--- src/rtl/ma_cvxif_pkg.sv ---
// Shared types and constants for the CV-X-IF matrix-accelerator responder.
package ma_cvxif_pkg;

  localparam logic [6:0] OpcodeCustom0 = 7'b0001011;
  localparam logic [2:0] Funct3Setcfg  = 3'b000;
  localparam logic [2:0] Funct3Cmd     = 3'b001;
  localparam logic [2:0] Funct3Status  = 3'b010;

  typedef enum logic [1:0] {OpNone, OpSetcfg, OpCmd, OpStatus} op_e;

  typedef enum logic [1:0] {StIdle, StExec, StResp, StCmd} state_e;

  // Control part of a buffer entry; id and operands live in parameterised arrays.
  typedef struct packed {
    logic       valid;
    logic       committed;
    logic       killed;
    op_e        op;
    logic [6:0] funct7;
    logic [4:0] rd;
  } entry_t;

  typedef struct packed {
    logic [15:0] zero;
    logic [7:0]  count;
    logic [6:0]  rsvd;
    logic        busy;
  } status_t;

  function automatic logic [31:0] status_word(input logic [7:0] count, input logic busy);
    status_t s;
    s       = '0;
    s.count = count;
    s.busy  = busy;
    return s;
  endfunction

endpackage

--- src/rtl/ma_cvxif_decoder.sv ---
// Combinational custom-0 decoder: instruction word to accept/writeback/op.
module ma_cvxif_decoder
  import ma_cvxif_pkg::*;
(
  input  logic [31:0] instr,
  output logic        accept,
  output logic        writeback,
  output op_e         op
);

  logic unused_fields;
  assign unused_fields = ^{instr[31:15], instr[11:7]};

  always_comb begin
    accept    = 1'b0;
    writeback = 1'b0;
    op        = OpNone;
    if (instr[6:0] == OpcodeCustom0) begin
      unique case (instr[14:12])
        Funct3Setcfg: begin
          accept    = 1'b1;
          writeback = 1'b1;
          op        = OpSetcfg;
        end
        Funct3Cmd: begin
          accept = 1'b1;
          op     = OpCmd;
        end
        Funct3Status: begin
          accept    = 1'b1;
          writeback = 1'b1;
          op        = OpStatus;
        end
        default: ;
      endcase
    end
  end

endmodule

--- src/rtl/ma_cvxif_responder.sv ---
// CV-X-IF coprocessor responder: in-order buffer, commit tracking, result/command issue.
module ma_cvxif_responder
  import ma_cvxif_pkg::*;
#(
  parameter int unsigned XLEN      = 32,
  parameter int unsigned IdWidth   = 3,
  parameter int unsigned NrEntries = 4
) (
  input  logic               clk_i,
  input  logic               rst_ni,
  input  logic               issue_valid_i,
  output logic               issue_ready_o,
  input  logic [31:0]        issue_instr_i,
  input  logic [IdWidth-1:0] issue_id_i,
  input  logic [XLEN-1:0]    issue_rs1_i,
  input  logic [XLEN-1:0]    issue_rs2_i,
  input  logic [1:0]         issue_rs_valid_i,
  output logic               issue_accept_o,
  output logic               issue_writeback_o,
  input  logic               commit_valid_i,
  input  logic [IdWidth-1:0] commit_id_i,
  input  logic               commit_kill_i,
  output logic               result_valid_o,
  input  logic               result_ready_i,
  output logic [IdWidth-1:0] result_id_o,
  output logic [4:0]         result_rd_o,
  output logic [XLEN-1:0]    result_data_o,
  output logic               result_we_o,
  output logic               cmd_valid_o,
  input  logic               cmd_ready_i,
  output logic [6:0]         cmd_funct7_o,
  output logic [XLEN-1:0]    cmd_op_a_o,
  output logic [XLEN-1:0]    cmd_op_b_o,
  output logic [15:0]        cfg_rows_o,
  output logic [15:0]        cfg_cols_o,
  input  logic               acc_busy_i
);

  localparam int unsigned PtrW = $clog2(NrEntries);
  localparam int unsigned CntW = PtrW + 1;

  entry_t               entries_q [NrEntries];
  logic [IdWidth-1:0]   ids_q     [NrEntries];
  logic [XLEN-1:0]      rs1_q     [NrEntries];
  logic [XLEN-1:0]      rs2_q     [NrEntries];
  logic [PtrW-1:0]      head_q, tail_q;
  logic [CntW-1:0]      count_q, count_d;
  state_e               state_q, state_d;

  logic                 res_valid_q, res_valid_d;
  logic [IdWidth-1:0]   res_id_q, res_id_d;
  logic [4:0]           res_rd_q, res_rd_d;
  logic [XLEN-1:0]      res_data_q, res_data_d;
  logic                 cmd_valid_q, cmd_valid_d;
  logic [6:0]           cmd_funct7_q, cmd_funct7_d;
  logic [XLEN-1:0]      cmd_a_q, cmd_a_d, cmd_b_q, cmd_b_d;
  logic [15:0]          rows_q, rows_d, cols_q, cols_d;

  logic                 dec_accept, dec_writeback;
  op_e                  dec_op;
  logic                 issue_fire, pop, same_id_issue;
  logic [NrEntries-1:0] commit_hit;
  entry_t               head_e;

  ma_cvxif_decoder u_decoder (
    .instr     (issue_instr_i),
    .accept    (dec_accept),
    .writeback (dec_writeback),
    .op        (dec_op)
  );

  assign issue_ready_o     = (count_q < CntW'(NrEntries)) && (&issue_rs_valid_i);
  assign issue_accept_o    = dec_accept;
  assign issue_writeback_o = dec_writeback;
  assign issue_fire        = issue_valid_i && issue_ready_o && dec_accept;
  assign same_id_issue     = issue_fire && (issue_id_i == commit_id_i);
  assign head_e            = entries_q[head_q];

  always_comb begin
    commit_hit = '0;
    for (int i = 0; i < NrEntries; i++) begin
      commit_hit[i] = commit_valid_i && !same_id_issue && entries_q[i].valid &&
                      !entries_q[i].committed && (ids_q[i] == commit_id_i);
    end
  end

  always_comb begin
    state_d      = state_q;
    pop          = 1'b0;
    res_valid_d  = res_valid_q;
    res_id_d     = res_id_q;
    res_rd_d     = res_rd_q;
    res_data_d   = res_data_q;
    cmd_valid_d  = cmd_valid_q;
    cmd_funct7_d = cmd_funct7_q;
    cmd_a_d      = cmd_a_q;
    cmd_b_d      = cmd_b_q;
    rows_d       = rows_q;
    cols_d       = cols_q;
    unique case (state_q)
      StIdle: begin
        if (head_e.valid && head_e.committed) begin
          if (head_e.killed) pop = 1'b1;
          else               state_d = StExec;
        end
      end
      StExec: begin
        unique case (head_e.op)
          OpSetcfg: begin
            res_valid_d = 1'b1;
            res_id_d    = ids_q[head_q];
            res_rd_d    = head_e.rd;
            res_data_d  = XLEN'({rows_q, cols_q});
            rows_d      = rs1_q[head_q][15:0];
            cols_d      = rs2_q[head_q][15:0];
            state_d     = StResp;
          end
          OpStatus: begin
            res_valid_d = 1'b1;
            res_id_d    = ids_q[head_q];
            res_rd_d    = head_e.rd;
            res_data_d  = XLEN'(status_word(8'(count_q), acc_busy_i));
            state_d     = StResp;
          end
          OpCmd: begin
            cmd_valid_d  = 1'b1;
            cmd_funct7_d = head_e.funct7;
            cmd_a_d      = rs1_q[head_q];
            cmd_b_d      = rs2_q[head_q];
            state_d      = StCmd;
          end
          default: state_d = StIdle;
        endcase
      end
      StResp: begin
        if (result_ready_i) begin
          pop         = 1'b1;
          res_valid_d = 1'b0;
          state_d     = StIdle;
        end
      end
      StCmd: begin
        if (cmd_ready_i) begin
          pop         = 1'b1;
          cmd_valid_d = 1'b0;
          state_d     = StIdle;
        end
      end
      default: state_d = StIdle;
    endcase
  end

  assign count_d = count_q + CntW'(issue_fire) - CntW'(pop);

  always_ff @(posedge clk_i or negedge rst_ni) begin
    if (!rst_ni) begin
      for (int i = 0; i < NrEntries; i++) begin
        entries_q[i] <= '0;
        ids_q[i]     <= '0;
        rs1_q[i]     <= '0;
        rs2_q[i]     <= '0;
      end
      head_q       <= '0;
      tail_q       <= '0;
      count_q      <= '0;
      state_q      <= StIdle;
      res_valid_q  <= 1'b0;
      res_id_q     <= '0;
      res_rd_q     <= '0;
      res_data_q   <= '0;
      cmd_valid_q  <= 1'b0;
      cmd_funct7_q <= '0;
      cmd_a_q      <= '0;
      cmd_b_q      <= '0;
      rows_q       <= '0;
      cols_q       <= '0;
    end else begin
      state_q      <= state_d;
      count_q      <= count_d;
      res_valid_q  <= res_valid_d;
      res_id_q     <= res_id_d;
      res_rd_q     <= res_rd_d;
      res_data_q   <= res_data_d;
      cmd_valid_q  <= cmd_valid_d;
      cmd_funct7_q <= cmd_funct7_d;
      cmd_a_q      <= cmd_a_d;
      cmd_b_q      <= cmd_b_d;
      rows_q       <= rows_d;
      cols_q       <= cols_d;
      for (int i = 0; i < NrEntries; i++) begin
        if (commit_hit[i]) begin
          entries_q[i].committed <= 1'b1;
          entries_q[i].killed    <= commit_kill_i;
        end
      end
      if (pop) begin
        entries_q[head_q].valid <= 1'b0;
        head_q                  <= head_q + PtrW'(1);
      end
      // The tail slot is never the popped slot: an issue needs a free slot.
      if (issue_fire) begin
        entries_q[tail_q] <= '{valid: 1'b1, committed: 1'b0, killed: 1'b0, op: dec_op,
                               funct7: issue_instr_i[31:25], rd: issue_instr_i[11:7]};
        ids_q[tail_q]     <= issue_id_i;
        rs1_q[tail_q]     <= issue_rs1_i;
        rs2_q[tail_q]     <= issue_rs2_i;
        tail_q            <= tail_q + PtrW'(1);
      end
    end
  end

  assign result_valid_o = res_valid_q;
  assign result_id_o    = res_id_q;
  assign result_rd_o    = res_rd_q;
  assign result_data_o  = res_data_q;
  assign result_we_o    = res_valid_q;
  assign cmd_valid_o    = cmd_valid_q;
  assign cmd_funct7_o   = cmd_funct7_q;
  assign cmd_op_a_o     = cmd_a_q;
  assign cmd_op_b_o     = cmd_b_q;
  assign cfg_rows_o     = rows_q;
  assign cfg_cols_o     = cols_q;

endmodule
--- config.mk ---
export PLATFORM = sky130hd
export DESIGN_NAME = ma_cvxif_responder
export DESIGN_NICKNAME = d
export VERILOG_FILES = /design/src/rtl/ma_cvxif_pkg.sv /design/src/rtl/ma_cvxif_decoder.sv /design/src/rtl/ma_cvxif_responder.sv
export SDC_FILE = /design/constraint.sdc
export NUM_CORES = 1
export LEC_CHECK = 0
export ABC_CLOCK_PERIOD_IN_PS = 3850
export BUFFER_PORTS_ARGS = -buffer_cell sky130_fd_sc_hd__buf_2
export CORE_UTILIZATION = 45
export DETAILED_ROUTE_END_ITERATION = 10
export HOLD_SLACK_MARGIN = 0.15
export PLACE_DENSITY_LB_ADDON = 0.05
export SLEW_MARGIN = 0
export SYNTH_ARGS = -nofsm -noshare
export SYNTH_HDL_FRONTEND = slang
export SYNTH_SLANG_ARGS = --single-unit
--- constraint.sdc ---
create_clock -name clk_i -period 3.85 [get_ports clk_i]
set_clock_uncertainty 0.05 [all_clocks]
set_input_delay 0.385 -clock clk_i [delete_from_list [all_inputs] [get_ports clk_i]]
set_output_delay 0.385 -clock clk_i [all_outputs]
set_load 0.01 [all_outputs]
# Word-level counts from Yosys, hierarchy flattened
# Cells that the tools add are included.
# W data, S select, Z words.
[classes]
div_mod_pow = 0
n_lt_le_gt_ge = 5
mul = 0
shifts = 0
reduce_logical = 41
n_bitwise = 2
n_addsub = 4
n_mux = 55
n_eq_ne = 20
[ops]
columns = ["cell", "n"]
rows = [
  ["$bwmux W128", 2],
  ["$mux W32", 5],
  ["$bwmux W68", 2],
  ["$mux W68", 2],
  ["$bmux W32 S2", 2],
  ["$demux W17 S2", 2],
  ["$mux W17", 4],
  ["$demux W32 S2", 1],
  ["$pmux W32 S2", 1],
  ["$bmux W17 S2", 1],
  ["$logic_and A1 B1 Y1", 20],
  ["$mux W2", 9],
  ["$eq A3 B3 Y1", 5],
  ["$bwmux W12", 1],
  ["$mux W1", 12],
  ["$ne A2 B2 Y1 const B", 6],
  ["$reduce_and A2 Y1", 5],
  ["$mux W3", 3],
  ["$eq A2 B2 Y1 const B", 4],
  ["$pmux W2 S4", 1],
  ["$eq A7 B4 Y1 const B", 1],
  ["$bmux W3 S2", 1],
  ["$demux W3 S2", 1],
  ["$ge A3 B3 Y1 const B", 2],
  ["other kinds (21)", 34],
]
[word_totals]
n_memories = 0
rom_bits = 0
ram_bits = 0
elab_cells = 177
in_bits = 112
output_inout_bits = 149
ff_bits = 490
latchBits = 0

# Logic depth before layout (Yosys ltp)
# Gate-level depths: netlist of run 1.
[logic_depth]
word_depth = 16
mapped_depth = 12
ltp_nobuf = 10

# By module
# From an unflattened synthesis of run 1, not the netlist that was laid out.
[hier_totals]
hier_cells = 1316
hier_area_um2 = 21096.5
[modules_own_cells]
columns = ["module", "area_per_inst_um2", "instances", "cells_per_inst", "seq_area_each_um2"]
rows = [
  ["ma_cvxif_responder", 21041.4, 1, 1309, 12261.8],
  ["ma_cvxif_decoder", 55.1, 1, 7, 0.0],
]

# Worst setup path before layout of run 1
# No wires, ideal clock.
[synth_timing]
path_type = "register to register"
start = "register head_q[1]"
end = "register count_q[2]"
path_slack_ps = 981
path_buffers = 1
synth_period_minus_slack_ps = 2869
path_stages_with_launch = 12
setup_time_ps = 123
arrival_time_ps = 2696
required_ps = 3677
cell_sequence = "dfrtp_1 clkbuf_1 inv_1 mux4_2 o21ai_1 ha_1 inv_1 ha_1 inv_1 fa_1 xnor2_1 xnor2_1"
[synth_between]
elab_chain_len = 8
word_cells_on_any_way = 9
classes_between = "add/sub: 1; mux: 6; bitwise: 1; reduce/logical: 1"
[synth_lines]
columns = ["item", "line_no", "text"]
rows = [
  ["start: declaration", "ma_cvxif_responder.sv:46", "logic [PtrW-1:0] head_q, tail_q;"],
  ["start signal: assignment", "ma_cvxif_responder.sv:198", "head_q <= head_q + PtrW'(1);"],
  ["$not A2 Y3 (implied by the code) (*)", "ma_cvxif_responder.sv:77", "assign head_e = entries_q[head_q];"],
  ["$bmux W17 S2 (*)", "ma_cvxif_responder.sv:77", ""],
  ["$mux W17 (implied by the code) (*) (2 in a row)", "ma_cvxif_responder.sv:77", ""],
  ["$mux W1 / $logic_and A1 B1 Y1 (equally long branches)", "ma_cvxif_responder.sv:103, ma_cvxif_responder.sv:102", ""],
  ["$mux W1 (*)", "ma_cvxif_responder.sv:102", "if (head_e.valid && head_e.committed) begin"],
  ["$pmux W1 S3 (*)", "ma_cvxif_responder.sv:100", "unique case (state_q)"],
  ["$sub A3 B1 Y3 (*)", "ma_cvxif_responder.sv:153", "assign count_d = count_q + CntW'(issue_fire) - CntW'(pop);"],
  ["net count_d[2]", "ma_cvxif_responder.sv:47", "logic [CntW-1:0] count_q, count_d;"],
  ["end signal: assignment", "ma_cvxif_responder.sv:179", "count_q <= count_d;"],
  ["end: declaration", "ma_cvxif_responder.sv:47", ""],
]
# Mark *: on every way through the listed nets, which the timed path passes. The rest lies on a longest branch. The select of a mux whose other input is x is not followed.
# A chain may end at the register's enable or synchronous reset.

# Worst setup path in the final report of run 1
# Same ends and word-level chain as after synthesis.

==> flow_metrics.tcl, run 1 <==
set metrics [dict create \
    hp-class "input pin to flop" \
    power_density_nw_per_um2 427 \
    crit_type "flop to flop" \
    cts_tree "done" \
    final_antenna_net_count 0 \
    cts_made_buffers 53 \
    rsz0062_at_grt "no" \
    drtPass1Iterations 4 \
    hold_ws_ps 217 \
    fmax_mhz 345 \
    fin_cells 2302 \
    timing.final.crit_share 0.752 \
    clk_pin_slew_ps 60 \
    synth_top_area_frac 0.591 \
    dp_cells 2123 \
    layout_commonest_cell "dfrtp_1" \
    ys_ff_latch 490 \
    synthCells 1325 \
    tightestPinTransition_ps 848 \
    p_total_mw 10.9 \
    via_count 12200 \
    synth_edf_count 0 \
    numClockSinks 490 \
    placed_cell_area_um2 22900 \
    synth_top_area_cell "dfrtp_1" \
    hp-start "issue_instr_i[14]" \
    area_growth_pct 22.5 \
    wl_per_cell_um 20.5 \
    drv_slew 0 \
    final.min_clock_period_ps 2900 \
    p_leak_nw 13.0 \
    drc_errors 0 \
    synth_ff_type "dfrtp_1" \
    r2r_start "head_q[1]" \
    place_congestion 0.765 \
    status "finished clean" \
    async_flop_share 1.00 \
    timing.rr.end "count_q[2]" \
    grt.total_usage 0.210 \
    wl_um 47300 \
    viasPerCell 5.29 \
    synth.distinct_cells 41 \
    finalInstanceArea_um2 25400 \
    maxCapViolCount 0 \
    clock_latency_ps 590 \
    synthTopCellsByArea "dfrtp_1, mux2_2, mux4_2" \
    drive_gt1_frac 0.519 \
    hold_depth 4 \
    io_pins 261 \
    start_util 0.457 \
    cp-end-kind "flop" \
    avgSynthCellArea_um2 15.7 \
    num_rows 78 \
    port_buffers 250 \
    fp.dieArea_um2 47000 \
    relSlewSlack 0.435 \
    worst_ep_required_time_ps 4260 \
    finalSetupTns_ps 0 \
    r2r_cells 11 \
    finalSetupViolations 0 \
    fp.dieW_um 217 \
    die_y_um 217 \
    grt_pass1_wl_um 76400 \
    r2r_slack_ps 950 \
    yosys_warnings 0 \
    syn_nets 1448 \
    syn_area_um2 20800 \
    core-area_um2 45500 \
    drtIter0Drc 546 \
    ys_seq_area_frac 0.591 \
    nets 1788 \
    grt.overflow.total 0 \
    crit_arrival_ps 3310 \
    whs_endpoint "entries_q[13]" \
    grt_antenna_before_repair 2 \
    grt_pass1_vias 13200 \
    final_cell_mix "dfrtp_1, mux2_2, buf_2, dlygate4sd3_1, mux4_2" \
    cts_root_buf "clkbuf_16" \
    fill_cells 3833 \
    clock_path_buffers 3 \
    grt_max_degree 101 \
    hold_viol_final 0 \
    worstPathMaxFanout 11 \
    dp_hpwl_um 28900 \
    ir_drop_mv 0.423 \
    ctsHtreeMaxLevel 2 \
    critPathLaunchType "flop" \
    post_cts_resized 0 \
]
worst max-delay path, stage by stage (launching register included):
cell and delay (ps):
dfrtp_4 570, inv_1 150, mux4_2 540, o21ai_1 150, buf_4 180, ha_1 230, inv_1 50, ha_1 120
inv_1 50, fa_1 400, xnor2_1 140, xnor2_1 120
metal layers:
| metal | up-vias | GRT usage | part of all wire |
|---|---|---|---|
| li1 | 5507 | - | - |
| met1 | 6391 | 0.289 | 0.46 |
| met2 | 219 | 0.341 | 0.48 |
| met3 | 54 | 0.0478 | 0.049 |
| met4 | 2 | 0.0430 | 0.015 |
| met5 | - | 0 | 0.00021 |
cells by family (layout without fill, tap and decap cells):
logic type	Yosys count	count (layout)	share of synthesized area
muxes	528	528	0.330
DFF	490	490	0.591
and+or+nand+nor	106	106	0.0248
buffers and inverters	94	470	0.0196
AOI/OAI and AO/OA	77	77	0.0199
xor gates and xnor gates	19	19	0.00801
adders and majority gates	11	11	0.00699
other	0	1	0
registers in the layout, indices dropped and copies added, names as in the netlist:
register and cells:
state_q 2, entries_q 68, ids_q 12, cfg_cols_o 16, cmd_op_b_o 32, result_id_o 3
tail_q 2, cmd_funct7_o 7, count_q 3, head_q 2, result_valid_o 1, cmd_op_a_o 32
cfg_rows_o 16, cmd_valid_o 1, rs2_q 128, rs1_q 128, result_rd_o 5, result_data_o 32
per-stage QoR:
step / utilization / setup WS (ps)
2_1_floorplan: - / 981
3_3_place_gp: 0.503 / 835
3_5_place_dp: 0.503 / 862
4_1_cts: 0.559 / 939
5_1_grt: 0.559 / 803
6_report: 0.559 / 953
where the power goes:
group / total, mW / switching [mW] / internal, mW
Combinational: 0.714 / 0.405 / 0.309
Clock: 4.93 / 1.99 / 2.94
Sequential: 5.22 / 0.0409 / 5.18
synth_stat cells (2+ instances only):
master / number
nand2_2: 4
ha_1: 10
nand3_1: 2
mux4_2: 82
nand4_1: 4
mux2i_1: 10
mux2_2: 432
o21ai_0: 51
nand4b_1: 2
dfrtp_1: 490
buf_6: 4
buf_1: 3
xor2_1: 3
inv_1: 13
mux2_1: 4
o21a_1: 4
a21oi_1: 12
nor3_1: 2
nand2_1: 73
and3b_1: 4
a31oi_1: 4
nor2_1: 7
buf_2: 17
clkbuf_1: 56
xnor2_1: 16
worst max path at each step:
stage / start / slack (ps) / to / cells past startpoint
2_1_floorplan: head_q[1] / 980 / count_q[2] / 11
3_3_place_gp: issue_instr_i[5] / 840 / count_q[2] / 11
3_5_place_dp: issue_instr_i[5] / 860 / count_q[2] / 11
4_1_cts: head_q[1] / 940 / count_q[2] / 11
5_1_grt: head_q[1] / 800 / count_q[2] / 11
6_report: head_q[1] / 950 / count_q[2] / 11
timing repair:
action                                 CTS  global route
buffers inserted                         0             0
hold buffers                            87             0
endpoints found under the hold margin  417             0
area by class of cell:
cell class | instances | area, um2 | share of cell area
timing repair buffer | 366 | 2520 | 0.0993
inverter | 13 | 48.8 | 0.00192
antenna | 1 | 2.50 | 0.0000984
multi-input combinational | 741 | 8160 | 0.321
clock buffer | 82 | 1590 | 0.0624
tap | 600 | 751 | 0.0295
sequential | 490 | 12300 | 0.482
clock inverter | 9 | 98.8 | 0.00389
(Power assumes the default switching activity.)
==> run 2, diff against run 1 <==
--- a/config.mk
+++ b/config.mk
@@ -5,7 +5,8 @@
 export SDC_FILE = /design/constraint.sdc
 export NUM_CORES = 1
 export LEC_CHECK = 0
-export ABC_CLOCK_PERIOD_IN_PS = 3850
+export ABC_AREA = 1
+export ABC_CLOCK_PERIOD_IN_PS = 2850
 export BUFFER_PORTS_ARGS = -buffer_cell sky130_fd_sc_hd__buf_2
 export CORE_UTILIZATION = 45
 export DETAILED_ROUTE_END_ITERATION = 10
==> constraint.sdc (replaced) <==
create_clock -name clk_i -period 2.85 [get_ports clk_i]
set_clock_uncertainty 0.05 [all_clocks]
set_input_delay 0.285 -clock clk_i [delete_from_list [all_inputs] [get_ports clk_i]]
set_output_delay 0.285 -clock clk_i [all_outputs]
set_load 0.01 [all_outputs]
==> run 2 against run 1 <==
Net effect:
- setup slack worse by 610 ps
- combinational power rose to 8.8 times the previous value
- maximum frequency grew 15%
- critical endpoint is now result_data_o[10]
- design area fell by 0.74%
==> flow_metrics.tcl, run 2 <==
set metrics [dict create \
    hold_viol_final 0 \
    relSlewSlack 0.352 \
    grt.total_usage 0.237 \
    finalSetupTns_ps 0 \
    top_regs "rs1_q: 128 flops, rs2_q: 128 flops, entries_q: 68 flops" \
    final.min_clock_period_ps 2510 \
    tightestPinTransition_ps 972 \
    place_ws_ps 314 \
    status "finished clean" \
    syn_nets 2513 \
    wl_um 54900 \
    ys_ff_latch 490 \
    ctsHtreeMaxLevel 2 \
    worst_ep_required_time_ps 3260 \
    synth_commonest_cells "nand2_1, dfrtp_1, o21ai_0" \
    synthTopCellsByArea "dfrtp_1, nand2_1, o21ai_0" \
    start_util 0.460 \
    met1_usage 0.335 \
    drtIter0Drc 1359 \
    worst_slack_ps 339 \
    final_cell_mix "nand2_1, dfrtp_1, o21ai_0, buf_2, nor2_1" \
    numClockSinks 490 \
    clock_latency_ps 600 \
    num_rows 78 \
    grt_pass1_wl_um 88900 \
    io_pins 261 \
    cp-end-kind "flop" \
    synthCells 2390 \
    cts_made_buffers 52 \
    grtUsageMet3 0.0317 \
    die_y_um 218 \
    power_density_nw_per_um2 852 \
    p_leak_nw 12.7 \
    hold_depth 6 \
    nets 2792 \
    drtPass1Iterations 6 \
    syn_area_um2 21000 \
    final_antenna_net_count 0 \
    yosysMostFrequentCell "nand2_1" \
    grt.overflow.total 0 \
    crit_type "flop to flop" \
    critPathLaunchType "flop" \
    ys_seq_area_frac 0.584 \
    dp_hpwl_um 32600 \
    viasPerCell 5.13 \
    drive_gt1_frac 0.149 \
    fill_cells 4288 \
    clk_pin_slew_ps 60 \
    drc_errors 0 \
    ir_drop_mv 0.723 \
    maxCapViolCount 0 \
    fin_cells 3314 \
    synth_top_area_cell "dfrtp_1" \
    wl_per_cell_um 16.6 \
    cts_root_buf "clkbuf_16" \
    async_flop_share 1.00 \
    fp.dieArea_um2 47500 \
    finalInstanceArea_um2 25300 \
    hp-class "input pin to flop" \
    grt_pass1_vias 16300 \
    drv_slew 0 \
    synth.distinct_cells 33 \
    rsz0062_at_grt "no" \
    synth_edf_count 0 \
    core-area_um2 45700 \
    port_buffers 250 \
    placed_cell_area_um2 22600 \
    p_total_mw 21.5 \
    crit_arrival_ps 2930 \
    met2_usage 0.384 \
    cts_tree "done" \
    yosys_warnings 0 \
    avgSynthCellArea_um2 8.79 \
    dp_cells 3127 \
    finalSetupViolations 0 \
    area_growth_pct 20.2 \
    via_count 17000 \
    place_congestion 0.776 \
    fmax_mhz 398 \
    r2r_cells 10 \
    worstPathMaxFanout 47 \
    grt_max_degree 138 \
    hold_buffers 88 \
    synth_top_area_frac 0.584 \
    clock_path_buffers 3 \
    post_cts_resized 0 \
    layout_commonest_cell "nand2_1" \
    busiest_layer "met2" \
    timing.final.crit_share 0.881 \
    grt_antenna_before_repair 3 \
    synth_ff_type "dfrtp_1" \
    post-cts-setup-buffers 0 \
    fp.dieW_um 218 \
]
==> run 2: cell count changes after synthesis, moves of 13 or more <==
| cell | previous run | this run |
|---|---|---|
| nand2_1 | 73 | 705 |
| mux2_2 | 432 | 0 |
| o21ai_0 | 51 | 403 |
| nor2_1 | 7 | 171 |
| o21ai_1 | 1 | 151 |
| inv_1 | 13 | 153 |
| mux4_2 | 82 | 0 |
| o22ai_1 | 0 | 76 |
| buf_2 | 17 | 74 |
| buf_6 | 4 | 34 |
| clkbuf_1 | 56 | 35 |
| nand3_1 | 2 | 17 |
| buf_4 | 1 | 14 |
==> run 2: report_power, final <==
group	internal, mW	leakage, nW	switching, mW
combinational	2.22	5.12	4.08
sequential	7.86	6.70	0.565
clock	4.01	0.869	2.80
==> run 2: cell type report <==
| class | instances | area [um2] | area share |
|---|---|---|---|
| multi-input cells | 1586 | 7210 | 0.286 |
| well taps | 600 | 751 | 0.0297 |
| clock buffers | 71 | 1480 | 0.0588 |
| repair buffers | 382 | 2690 | 0.106 |
| clock inverters | 27 | 248 | 0.00981 |
| diodes | 1 | 2.50 | 0.0000991 |
| flip-flops and latches | 490 | 12300 | 0.486 |
| inverters | 157 | 599 | 0.0237 |
==> run 2: logic make-up (layout without fill, tap and decap cells) <==
family | Yosys count | in the layout | share of synthesized area
flip-flops | 490 | 490 | 0.584
other | 0 | 1 | 0
AO/OA/AOI/OAI | 645 | 645 | 0.159
AND/OR/NAND/NOR | 923 | 923 | 0.172
adder cells (fa/ha/maj) | 11 | 11 | 0.00691
buffers and inverters | 314 | 637 | 0.0755
XOR/XNOR | 7 | 7 | 0.00292
==> run 2: per-stage QoR <==
| stage | hold slack (ps) | utilization |
|---|---|---|
| floorplan | -60.6 | - |
| global placement | 320 | 0.496 |
| detailed placement | 325 | 0.496 |
| CTS | 157 | 0.553 |
| global route | 197 | 0.553 |
| finish | 175 | 0.553 |
==> run 2: per-layer routing <==
metal | vias to the layer above | part of all wire
met3 | 77 | 0.049
met5 | - | 0.00038
li1 | 8324 | -
met2 | 405 | 0.46
met4 | 4 | 0.020
met1 | 8185 | 0.47
==> run 2: worst paths after layout <==
path                                 startpoint           endpoint  slack, ps
worst max-delay path                  head_q[0]  result_data_o[10]        340
worst min-delay path             commit_id_i[0]      entries_q[32]        180
worst max register to register        head_q[0]  result_data_o[10]        340
worst min register to register  cmd_funct7_o[1]    cmd_funct7_o[1]        420
max in group asynchronous                rst_ni     cmd_op_a_o[17]       1600
min in group asynchronous                rst_ni   result_data_o[4]        270
==> run 2: worst max-delay path, stage by stage, from the launching register on <==
cell	delay, ps
dfrtp_4	540
inv_4	90
buf_4	430
nand2_1	110
nand3_1	110
nand2_2	120
nor2_4	270
inv_1	250
buf_12	230
nand2_1	70
o21ai_0	70
==> run 3, diff against run 2 <==
--- a/config.mk
+++ b/config.mk
@@ -15,4 +15,5 @@
 export SLEW_MARGIN = 0
 export SYNTH_ARGS = -nofsm -noshare
 export SYNTH_HDL_FRONTEND = slang
+export SYNTH_HIERARCHICAL = 1
 export SYNTH_SLANG_ARGS = --single-unit
==> run 3 against run 2 <==
Net effect:
- global-route usage is essentially flat
- die area is 0.81% lower
- power down 7.6%
- via count about the same
- non-clock buffer count decreased by 4
- count of clock-buffer cells in the layout grew 10
- sequential cell count is the same
- wire length decreased by 0.12%
- critical path type is now input pin to flop
==> flow_metrics.tcl, run 3 <==
set metrics [dict create \
    avgSynthCellArea_um2 8.61 \
    fill_cells 4324 \
    switching_share 0.327 \
    layout_commonest_cell "nand2_1" \
    hp-class "input pin to async pin" \
    clockPowerShare 0.350 \
    drtIter0Drc 1282 \
    status "finished clean" \
    synth_top_area_frac 0.589 \
    timing.final.crit_share 0.947 \
    cp-end-kind "flop" \
    yosys_warnings 6 \
    grt_antenna_before_repair 3 \
    sequentialPowerShare 0.395 \
    clock_latency_ps 600 \
    grt_pass1_vias 16300 \
    synthCells 2419 \
    clock_path_buffers 3 \
    grt.total_usage 0.237 \
    finalSetupViolations 0 \
    via_count 17000 \
    nets 2817 \
    drive_gt1_frac 0.146 \
    ctsHtreeMaxLevel 2 \
    ir_drop_mv 0.458 \
    p_leak_nw 12.8 \
    synthTopCellsByArea "dfrtp_1, nand2_1, o21ai_0" \
    finalSetupTns_ps 0 \
    hold_viol_final 0 \
    final_cell_mix "nand2_1, o21ai_0, dfrtp_1, buf_2, nor2_1" \
    worst_ep_required_time_ps 3310 \
    io_pins 261 \
    grt.overflow.total 0 \
    rsz0062_at_grt "yes" \
    drtPass1Iterations 6 \
    core-area_um2 45500 \
    critPathLaunchType "input pin" \
    area_growth_pct 21.4 \
    dp_hpwl_um 32800 \
    relSlewSlack 0.468 \
    power_frac_comb 0.254 \
    hold_ws_ps 196 \
    clk_pin_slew_ps 60 \
    grt_pass1_wl_um 88700 \
    synth.distinct_cells 31 \
    crit_arrival_ps 3160 \
    numClockSinks 490 \
    power_density_nw_per_um2 787 \
    fp.dieW_um 217 \
    post-route-util 0.556 \
    drc_errors 0 \
    num_rows 78 \
    fmax_mhz 371 \
    port_buffers 250 \
    wl_per_cell_um 16.4 \
    maxCapViolCount 0 \
    top_regs "rs1_q: 128 flops, rs2_q: 128 flops, entries_q: 68 flops" \
    ys_ff_latch 490 \
    synth_commonest_cells "nand2_1, o21ai_0, dfrtp_1" \
    crit_type "input pin to flop" \
    cts_made_buffers 54 \
    final.min_clock_period_ps 2700 \
    p_total_mw 19.9 \
    p_int_mw 13.4 \
    async_flop_share 1.00 \
    yosysMostFrequentCell "nand2_1" \
    worstPathMaxFanout 4 \
    grt_max_degree 101 \
    drv_slew 0 \
    r2r_slack_ps 360 \
    synth_ff_type "dfrtp_1" \
    wl_um 54900 \
    start_util 0.458 \
    tightestPinTransition_ps 799 \
    syn_area_um2 20800 \
    cts_tree "done" \
    fp.dieArea_um2 47200 \
    viasPerCell 5.10 \
    place_congestion 0.784 \
    synth_edf_count 0 \
    synth_top_area_cell "dfrtp_1" \
    syn_nets 2541 \
    ys_seq_area_frac 0.589 \
    p_sw_mw 6.51 \
    die_y_um 217 \
    final_antenna_net_count 0 \
    cts_root_buf "clkbuf_16" \
]
==> run 3: changes by cell type in the layout (fill, tap and decap cells not counted), sizes merged, moves of 3 or more <==
cell / before / now
nand3: 20 / 37
clkinv: 20 / 12
clkbuf: 71 / 81
nand4: 11 / 4
dlygate4sd3: 88 / 91
buf: 294 / 287
a21oi: 10 / 7
nor2: 174 / 186
nand2: 714 / 727
o21ai: 554 / 550
==> run 3: metal layers <==
layer / vias up / global-route usage / routed length, um
met5: - / 0 / 13
met4: 2 / 0.0523 / 789
met3: 61 / 0.0379 / 3330
met2: 445 / 0.376 / 24800
met1: 8123 / 0.343 / 25900
li1: 8377 / - / -
==> run 3: final timing paths <==
check,endpoint,start,cells after the start
min in group clk_i,tail_q[0],issue_valid_i,5
worst min register to register,cmd_op_a_o[13],cmd_op_a_o[13],2
worst max register to register,result_data_o[10],head_q[0],9
worst max-delay path,entries_q[30],issue_instr_i[6],10
worst min-delay path,result_data_o[5],rst_ni,2
max in group asynchronous,rs1_q[51],rst_ni,3
==> run 3: final cells by class <==
type,instances,area (um2),share of cell area
diodes,2,5.00,0.000198
clock buffers,81,1610,0.0638
clock inverters,15,171,0.00678
inverters,160,613,0.0243
multi-input cells,1611,7230,0.286
flip-flops and latches,490,12300,0.485
well taps,600,751,0.0297
repair buffers,378,2630,0.104
==> run 3: worst max-delay path, stage by stage <==
cell           delay (ps)
dlygate4sd3_1         530
buf_2                 120
nor3_2                 80
dlygate4sd3_1         600
nand3_2                80
dlygate4sd3_1         570
nor2_2                 90
dlygate4sd3_1         550
inv_1                  70
o21ai_0               190
==> run 3: timing repair <==
item / 4_1_cts / 5_1_grt
resized for setup: 0 / 5
buffers inserted: 0 / 2
hold buffers: 91 / 0
endpoints found under the setup margin: 0 / 27
hold endpoints to repair: 700 / 0
==> run 3: cell families after synthesis <==
family,count (synthesis),share of synthesized area
fa+ha+maj,10,0.00637
flops,490,0.589
compound gates,640,0.159
simple gates,958,0.178
xor+xnor,3,0.00126
buf+inv,318,0.0663
==> run 3: power by group through the flow <==
stage	clock network (mW)	registers [mW]	logic (mW)
after floorplan	0	8.11	3.02
after global placement	0	7.97	4.97
after detailed placement	0	7.98	5.00
after CTS	7.17	7.86	5.11
after global routing	7.45	7.91	5.69
final	6.97	7.86	5.06
==> run 3: through the flow <==
step,std cells,area (um2),setup WS (ps)
final,3337,25300,152
after global routing,3337,25300,2.00
after CTS,3333,25200,27.1
after detailed placement,3146,22600,346
after global placement,3146,22600,368
after floorplan,2419,20800,633
